$ cat src/rtl/vga_fb_write_arbiter_pkg.sv
// Shared geometry, FSM encoding and reset colours for the frame-buffer write arbiter.
package vga_fb_write_arbiter_pkg;

  localparam int unsigned XPixels = 160;
  localparam int unsigned YPixels = 120;
  localparam int unsigned XW      = 8;
  localparam int unsigned YW      = 7;
  localparam int unsigned FbAddrW = YW + XW;

  localparam logic [XW-1:0] XLimit = XW'(XPixels);
  localparam logic [XW-1:0] XLast  = XW'(XPixels - 1);
  localparam logic [YW-1:0] YLimit = YW'(YPixels);
  localparam logic [YW-1:0] YLast  = YW'(YPixels - 1);

  localparam logic [15:0] DefaultColours = 16'hFF00;

  typedef enum logic [0:0] {
    StIdle,
    StClear
  } state_e;

endpackage

$ cat src/rtl/vga_fb_write_arbiter_if.sv
// Requester, clear, frame-buffer and colour-config signals of the write arbiter.
interface vga_fb_write_arbiter_if;
  import vga_fb_write_arbiter_pkg::*;

  logic               req_a;
  logic [FbAddrW-1:0] addr_a;
  logic               data_a;
  logic               gnt_a;
  logic               req_b;
  logic [FbAddrW-1:0] addr_b;
  logic               data_b;
  logic               gnt_b;
  logic               clear_start;
  logic               clear_value;
  logic               clear_busy;
  logic               clear_done;
  logic               oob_err;
  logic               fb_we;
  logic [FbAddrW-1:0] fb_addr;
  logic               fb_data;
  logic [15:0]        cfg_in;
  logic               cfg_we;
  logic               vga_vs;
  logic [15:0]        config_colours;

  modport master (
    output req_a, addr_a, data_a, req_b, addr_b, data_b, clear_start, clear_value,
    output cfg_in, cfg_we, vga_vs,
    input  gnt_a, gnt_b, clear_busy, clear_done, oob_err, fb_we, fb_addr, fb_data,
    input  config_colours
  );

  modport slave (
    input  req_a, addr_a, data_a, req_b, addr_b, data_b, clear_start, clear_value,
    input  cfg_in, cfg_we, vga_vs,
    output gnt_a, gnt_b, clear_busy, clear_done, oob_err, fb_we, fb_addr, fb_data,
    output config_colours
  );

endinterface

$ cat src/rtl/vga_fb_write_arbiter_rr_arbiter2.sv
// Two-way round-robin arbiter; a requester granted last cycle is masked for one cycle.
module vga_fb_write_arbiter_rr_arbiter2 (
  input  logic       clk_i,
  input  logic       rst_ni,
  input  logic [1:0] req_i,
  input  logic       enable_i,
  output logic [1:0] grant_o
);

  logic [1:0] prev_q;
  logic       last_b_q, last_b_d;
  logic [1:0] elig;

  always_comb begin
    elig    = req_i & ~prev_q;
    grant_o = 2'b00;
    if (enable_i) begin
      unique case (elig)
        2'b01:   grant_o = 2'b01;
        2'b10:   grant_o = 2'b10;
        2'b11:   grant_o = last_b_q ? 2'b01 : 2'b10;
        default: grant_o = 2'b00;
      endcase
    end
    last_b_d = last_b_q;
    if (grant_o[1]) begin
      last_b_d = 1'b1;
    end else if (grant_o[0]) begin
      last_b_d = 1'b0;
    end
  end

  // Pointer starts at B so A wins the first contested cycle.
  always_ff @(posedge clk_i or negedge rst_ni) begin
    if (!rst_ni) begin
      prev_q   <= 2'b00;
      last_b_q <= 1'b1;
    end else begin
      prev_q   <= grant_o;
      last_b_q <= last_b_d;
    end
  end

endmodule

$ cat src/rtl/vga_fb_write_arbiter.sv
// Single write port of the 160x120 1-bit frame buffer: two requesters, a full-screen
// clear sequencer, and a colour register that only updates at vertical sync.
module vga_fb_write_arbiter (
  input logic                        clk_i,
  input logic                        rst_ni,
  vga_fb_write_arbiter_if.slave      bus
);
  import vga_fb_write_arbiter_pkg::*;

  state_e             state_q, state_d;
  logic [XW-1:0]      x_q, x_d;
  logic [YW-1:0]      y_q, y_d;
  logic               clr_val_q, clr_val_d;
  logic               busy_q, busy_d;
  logic               done_q, done_d;
  logic               oob_q, oob_d;
  logic [1:0]         gnt_q, gnt_d;
  logic               we_q, we_d;
  logic [FbAddrW-1:0] addr_q, addr_d;
  logic               data_q, data_d;
  logic [15:0]        shadow_q, shadow_d;
  logic [15:0]        colours_q, colours_d;
  logic               vs_q;

  logic [1:0]         grant;
  logic               arb_en;
  logic [FbAddrW-1:0] win_addr;
  logic               win_data;
  logic               win_ok;
  logic               last_px;

  // busy_q is still high for one cycle after the last clear write; no grants then.
  assign arb_en   = (state_q == StIdle) && !busy_q && !bus.clear_start;
  assign win_addr = grant[1] ? bus.addr_b : bus.addr_a;
  assign win_data = grant[1] ? bus.data_b : bus.data_a;
  assign win_ok   = (win_addr[XW-1:0] < XLimit) && (win_addr[FbAddrW-1:XW] < YLimit);
  assign last_px  = (y_q == YLast) && (x_q == XLast);

  vga_fb_write_arbiter_rr_arbiter2 u_arb (
    .clk_i    (clk_i),
    .rst_ni   (rst_ni),
    .req_i    ({bus.req_b, bus.req_a}),
    .enable_i (arb_en),
    .grant_o  (grant)
  );

  always_ff @(posedge clk_i or negedge rst_ni) begin
    if (!rst_ni) begin
      state_q <= StIdle;
    end else begin
      state_q <= state_d;
    end
  end

  always_comb begin
    state_d = state_q;
    unique case (state_q)
      StIdle:  if (!busy_q && bus.clear_start) state_d = StClear;
      StClear: if (last_px) state_d = StIdle;
      default: state_d = StIdle;
    endcase
  end

  always_comb begin
    x_d       = x_q;
    y_d       = y_q;
    clr_val_d = clr_val_q;
    busy_d    = busy_q;
    done_d    = 1'b0;
    oob_d     = 1'b0;
    gnt_d     = 2'b00;
    we_d      = 1'b0;
    addr_d    = addr_q;
    data_d    = data_q;
    unique case (state_q)
      StIdle: begin
        if (busy_q) begin
          busy_d = 1'b0;
          done_d = 1'b1;
        end else if (bus.clear_start) begin
          // The entry cycle already writes pixel 0, so the sweep resumes at X=1.
          busy_d    = 1'b1;
          clr_val_d = bus.clear_value;
          we_d      = 1'b1;
          addr_d    = '0;
          data_d    = bus.clear_value;
          x_d       = XW'(1);
          y_d       = '0;
        end else if (|grant) begin
          gnt_d = grant;
          if (win_ok) begin
            we_d   = 1'b1;
            addr_d = win_addr;
            data_d = win_data;
          end else begin
            oob_d = 1'b1;
          end
        end
      end
      StClear: begin
        we_d   = 1'b1;
        addr_d = {y_q, x_q};
        data_d = clr_val_q;
        if (x_q == XLast) begin
          x_d = '0;
          y_d = y_q + 1'b1;
        end else begin
          x_d = x_q + 1'b1;
        end
      end
      default: ;
    endcase
  end

  // A CFG write in the same cycle as the sync edge reaches the active register directly.
  always_comb begin
    shadow_d  = bus.cfg_we ? bus.cfg_in : shadow_q;
    colours_d = (vs_q && !bus.vga_vs) ? shadow_d : colours_q;
  end

  always_ff @(posedge clk_i or negedge rst_ni) begin
    if (!rst_ni) begin
      x_q       <= '0;
      y_q       <= '0;
      clr_val_q <= 1'b0;
      busy_q    <= 1'b0;
      done_q    <= 1'b0;
      oob_q     <= 1'b0;
      gnt_q     <= 2'b00;
      we_q      <= 1'b0;
      addr_q    <= '0;
      data_q    <= 1'b0;
      shadow_q  <= DefaultColours;
      colours_q <= DefaultColours;
      vs_q      <= 1'b1;
    end else begin
      x_q       <= x_d;
      y_q       <= y_d;
      clr_val_q <= clr_val_d;
      busy_q    <= busy_d;
      done_q    <= done_d;
      oob_q     <= oob_d;
      gnt_q     <= gnt_d;
      we_q      <= we_d;
      addr_q    <= addr_d;
      data_q    <= data_d;
      shadow_q  <= shadow_d;
      colours_q <= colours_d;
      vs_q      <= bus.vga_vs;
    end
  end

  assign bus.gnt_a          = gnt_q[0];
  assign bus.gnt_b          = gnt_q[1];
  assign bus.clear_busy     = busy_q;
  assign bus.clear_done     = done_q;
  assign bus.oob_err        = oob_q;
  assign bus.fb_we          = we_q;
  assign bus.fb_addr        = addr_q;
  assign bus.fb_data        = data_q;
  assign bus.config_colours = colours_q;

endmodule

$ cat src/flat_wrapper.sv
// flat-port wrapper written by rule: the top's interface ports become plain ports
module vga_fb_write_arbiter_flat import vga_fb_write_arbiter_pkg::*;
  (clk_i, rst_ni, bus_req_a, bus_addr_a, bus_data_a, bus_req_b, bus_addr_b, bus_data_b, bus_clear_start, bus_clear_value, bus_cfg_in, bus_cfg_we, bus_vga_vs, bus_gnt_a, bus_gnt_b, bus_clear_busy, bus_clear_done, bus_oob_err, bus_fb_we, bus_fb_addr, bus_fb_data, bus_config_colours);
  vga_fb_write_arbiter_if bus_i ();
  input logic clk_i;
  input logic rst_ni;
  input wire logic [$bits(bus_i.req_a)-1:0] bus_req_a;
  input wire logic [$bits(bus_i.addr_a)-1:0] bus_addr_a;
  input wire logic [$bits(bus_i.data_a)-1:0] bus_data_a;
  input wire logic [$bits(bus_i.req_b)-1:0] bus_req_b;
  input wire logic [$bits(bus_i.addr_b)-1:0] bus_addr_b;
  input wire logic [$bits(bus_i.data_b)-1:0] bus_data_b;
  input wire logic [$bits(bus_i.clear_start)-1:0] bus_clear_start;
  input wire logic [$bits(bus_i.clear_value)-1:0] bus_clear_value;
  input wire logic [$bits(bus_i.cfg_in)-1:0] bus_cfg_in;
  input wire logic [$bits(bus_i.cfg_we)-1:0] bus_cfg_we;
  input wire logic [$bits(bus_i.vga_vs)-1:0] bus_vga_vs;
  output wire logic [$bits(bus_i.gnt_a)-1:0] bus_gnt_a;
  output wire logic [$bits(bus_i.gnt_b)-1:0] bus_gnt_b;
  output wire logic [$bits(bus_i.clear_busy)-1:0] bus_clear_busy;
  output wire logic [$bits(bus_i.clear_done)-1:0] bus_clear_done;
  output wire logic [$bits(bus_i.oob_err)-1:0] bus_oob_err;
  output wire logic [$bits(bus_i.fb_we)-1:0] bus_fb_we;
  output wire logic [$bits(bus_i.fb_addr)-1:0] bus_fb_addr;
  output wire logic [$bits(bus_i.fb_data)-1:0] bus_fb_data;
  output wire logic [$bits(bus_i.config_colours)-1:0] bus_config_colours;
  assign bus_i.req_a = bus_req_a;
  assign bus_i.addr_a = bus_addr_a;
  assign bus_i.data_a = bus_data_a;
  assign bus_i.req_b = bus_req_b;
  assign bus_i.addr_b = bus_addr_b;
  assign bus_i.data_b = bus_data_b;
  assign bus_i.clear_start = bus_clear_start;
  assign bus_i.clear_value = bus_clear_value;
  assign bus_i.cfg_in = bus_cfg_in;
  assign bus_i.cfg_we = bus_cfg_we;
  assign bus_i.vga_vs = bus_vga_vs;
  assign bus_gnt_a = bus_i.gnt_a;
  assign bus_gnt_b = bus_i.gnt_b;
  assign bus_clear_busy = bus_i.clear_busy;
  assign bus_clear_done = bus_i.clear_done;
  assign bus_oob_err = bus_i.oob_err;
  assign bus_fb_we = bus_i.fb_we;
  assign bus_fb_addr = bus_i.fb_addr;
  assign bus_fb_data = bus_i.fb_data;
  assign bus_config_colours = bus_i.config_colours;
  vga_fb_write_arbiter u_core (.clk_i(clk_i), .rst_ni(rst_ni), .bus(bus_i));
endmodule
$ cat config.mk
export PLATFORM = sky130hd
export DESIGN_NAME = vga_fb_write_arbiter_flat
export DESIGN_NICKNAME = d
export VERILOG_FILES = /design/src/rtl/vga_fb_write_arbiter_pkg.sv /design/src/rtl/vga_fb_write_arbiter_if.sv /design/src/rtl/vga_fb_write_arbiter_rr_arbiter2.sv /design/src/rtl/vga_fb_write_arbiter.sv /design/src/flat_wrapper.sv
export SDC_FILE = /design/constraint.sdc
export NUM_CORES = 1
export LEC_CHECK = 0
export CORE_MARGIN = 3
export CORE_UTILIZATION = 48
export DETAILED_ROUTE_END_ITERATION = 8
export PLACE_DENSITY_LB_ADDON = 0.25
export SLEW_MARGIN = 20
export SYNTH_ARGS = -nofsm -noshare
export SYNTH_HDL_FRONTEND = slang
export SYNTH_SLANG_ARGS = --single-unit
export TNS_END_PERCENT = 30
$ cat constraint.sdc
create_clock -name clk_i -period 2 [get_ports clk_i]
set_input_delay 0.2 -clock clk_i [delete_from_list [all_inputs] [get_ports clk_i]]
set_output_delay 0.2 -clock clk_i [all_outputs]
set_load 0.05 [all_outputs]
==> impl.org <==
** GRT
- Entering global routing, the biggest net connects 40 pins.
- The first global-routing pass estimated 12.6 mm of wire.
- Total overflow reported by the global router :: 0
- GRT Resource Usage Total :: 19.2%
- The number of global-route vias before repair was 2611.
- The number of antenna violations at the first check in global routing came to 0.

** Routing
- Detail-routed via count per cell :: 5.17
- Routed WL :: 7.49 mm
- DR WL/cell :: 15.4 um
- Detailed routing inserted a total of 2513 vias.
- Iteration count of the initial detailed-routing pass :: 4
- Initial drt markers :: 111
- Number of design rule violations left after detail routing :: 0
- The detail route stage leaves a number of antenna-violating nets equal to 0.

** Synth
- Most used standard cells in the synthesized netlist :: dfrtp_1, mux2_2, nand2_1
- After technology mapping, the gate count stands at 278.
- Post-synth EDFFs :: 0
- During synthesis, Yosys emitted a total of 0 warnings.
- Netlist Area Pre-Place :: 0.00349 mm^2
- The synthesized netlist devotes 9.77% of its cell area to simple gates.
- Synth area leaders :: dfrtp_1, dfstp_2, mux2_2
- The most used flip-flop cell after synthesis is dfrtp_1.
- Adder-cell share of the synthesized area :: 0.716%
- Sequential area share after synthesis :: 54.4%
- Dominant combinational cell family by area after synthesis :: multiplexers
- Compound-cell area share of the yosys netlist :: 7.02%
- The average instance in the mapped netlist occupies 12.6 um^2.
- Summing the areas of all xor and xnor instances in the mapped netlist gives 2.51% of the synthesized area.
- dfrtp_1 takes more of the synthesized area than any other cell.
- Leading cell type by number of instances after synthesis :: dfrtp_1
- Share of the synthesized area in the top cell type :: 40.8%
- Seq cells post-synth :: 75
- Total nets after synthesis :: 336
- Of all flip-flops after synthesis, the portion carrying an async set or reset was 100%.
- Synth cell types :: 38
- The portion of synthesized area spent on multiplexers is 22.3%.

** STA
- At the pin with the least slew margin, the transition time is 536 ps.
- The max-slew violation count came to 0.
- On the final layout, the worst clock skew is 8.87 ps.
- Relative slew slack :: 64.1%
- Setup Total Neg Slack :: 0 ps
- Count of endpoints failing hold in the final timing report :: 0
- Minimum clock period after layout :: 1910 ps
- Setup violations remaining at the end of the flow were counted as 0.
- Final hold slack :: 276 ps
- After layout, the worst path uses 95.4% of the clock period.
- Upper clock frequency limit :: 524 MHz

** Floorplanning
- Overall die width :: 91.3 um
- For this configuration, the core starts out at a cell density of 50.3%.
- The die covers 0.00834 mm^2.
- The floorplan has 30 rows.
- Area of the core :: 0.00694 mm^2
- Total I/O pin count :: 94
- From bottom edge to top edge, the die measures 91.3 um.

** Clock tree
- Clock edge transition at the registers on the reported setup and hold paths :: 80 ps
- The tree built by TritonCTS fans out to 75 sinks.
- CTS max path bufs :: 2
- H-tree depth reported by CTS :: 3
- For the worst-skew pair, the clock arrives at the later sink with an insertion delay of 350 ps.
- Buffers inserted during clock tree synthesis total 9.
- Library cell used as clock root buffer :: clkbuf_8
- Clock tree from TritonCTS :: yes
- In this run the post-CTS setup repair buffer count came out at 0.

** Power
- Combinational share of power :: 37.5%
- For this design the ratio of total power to cell area is 1110 mW/mm^2.
- Sw power :: 1.92 mW
- Register share of total power :: 38.5%
- IR analysis of the VDD net gives a maximum drop of 731 uV.
- Net switching is 35.6% of the power.
- Internal power comes to 3.48 mW.
- The design draws 5.40 mW.
- The clock network is responsible for 24.0% of the overall power.
- Summed over all cells, the static leakage comes to 2.12 nW.

** Min path
- The worst hold path belongs to the class primary input to flop.

** Worst setup path
- The worst register-to-register path begins at u_core.x_q[1].
- The critical path starts at u_core.x_q[1].
- Kind of critical path :: flop to flop
- Worst EP required :: 2240 ps
- Worst-path maximum fanout :: 6
- The critical path ends at u_core.y_q[5].
- Slack of the worst reg-to-reg path :: 90 ps
- Critical path arrival :: 2150 ps
- Number of cell instances on the worst register-to-register path :: 6
- Startpoint type of the worst setup path :: flop
- CP Capture Type :: flop
- The endpoint identified for the worst register-to-register timing path is u_core.y_q[5].

** Place
- The placed instances occupy a cell area of 0.00462 mm^2.
- Final HPWL DP :: 5.48 mm
- Quantity of I/O buffers inserted on ports :: 93
- Placer congestion estimate :: 0.902

** Status
- Run status :: complete, no violations

** Layout
- Final Cell Area :: 0.00486 mm^2
- At the end of the flow the core is filled with cells to 70.0%.
- The repair_antennas step left the layout with diodes totalling 0.
- Compared with the post-synthesis result, the final layout area differs by 39.2%.
- Net count reported at finish :: 443
- Fraction of layout cells with a size suffix above 1 :: 27.9%

** Job
- Number of max-capacitance violations reported :: 0
[how the worst min path moves through the flow]
stage	startpoint	endpoint	slack [ps]	cells past startpoint
floorplan	rst_ni	u_core.bus.clear_busy	-100	0
global placement	rst_ni	u_core.shadow_q[1]	210	1
detailed placement	rst_ni	u_core.shadow_q[1]	210	1
CTS	bus_vga_vs	u_core.vs_q	270	1
global route	bus_vga_vs	u_core.vs_q	280	1
finish	bus_vga_vs	u_core.vs_q	280	1
[power by group through the flow]
stage / logic (mW) / registers [mW] / clock network, mW
final: 2.02 / 2.08 / 1.30
after global routing: 2.16 / 2.12 / 1.40
after CTS: 2.05 / 2.08 / 1.33
after detailed placement: 2.04 / 2.11 / 0
after global placement: 2.00 / 2.09 / 0
after floorplan: 0.780 / 2.65 / 0
[timing repair]
action                                 4_1_cts  5_1_grt
endpoints found under the hold margin       36        0
setup endpoints to repair                    0        1
hold buffers                                 1        0
resized for setup                            0        1
[layout by cell type, fill, tap and decap left out, drive strengths merged, types with 5 or more instances in the layout]
cell           count
nor2              11
clkbuf            12
clkdlybuf4s50     92
inv                5
buf               19
o21ai             22
mux2i             18
nand2             24
nand3              7
xnor2              8
dfrtp             57
dfstp             18
nor3               6
mux2              50
a21o               5
[critical path, cell delays in order, from the launching register on]
cell     delay (ps)
dfrtp_1         400
ha_1            230
nand2_1         130
o41ai_4         440
nor4b_1         400
xnor2_1         170
nor2_1           50
[per-layer routing]
metal	wire length, um	global-route usage [%]
met5	0	0
met3	392	5.39
met4	129	6.41
met2	3830	32.3
met1	3140	23.7
[cell families after synthesis]
family,count (synthesis)
buffers and inverters,20
flip-flops,75
XOR/XNOR,10
multiplexers,68
AND/OR/NAND/NOR,66
AO/OA/AOI/OAI,37
adder cells (fa/ha/maj),2
[final cells by class]
class / count / area (um^2)
fill: 509 / 2080
sequential: 75 / 1900
multi-input combinational: 183 / 1490
timing repair buffer: 112 / 1110
clock buffer: 12 / 178
tap: 96 / 120
clock inverter: 4 / 52.6
inverter: 4 / 15.0
[registers in the layout (all words and copies together) (netlist names)]
register	flops
u_core.bus.clear_busy	1
u_core.bus.clear_done	1
u_core.bus.config_colours	16
u_core.bus.fb_addr	15
u_core.bus.fb_data	1
u_core.bus.fb_we	1
u_core.bus.oob_err	1
u_core.clr_val_q	1
u_core.gnt_q	2
u_core.shadow_q	16
u_core.state_q	1
u_core.u_arb.last_b_q	1
u_core.u_arb.prev_q	2
u_core.vs_q	1
u_core.x_q	8
u_core.y_q	7
[stage by stage]
step	worst slack (ps)	instances
CTS	93.7	486
finish	92.9	486
global placement	-50.1	469
detailed placement	-74.0	469
global route	-49.9	486
floorplan	88.2	278
No activity file was read; power rests on OpenSTA's default activity.
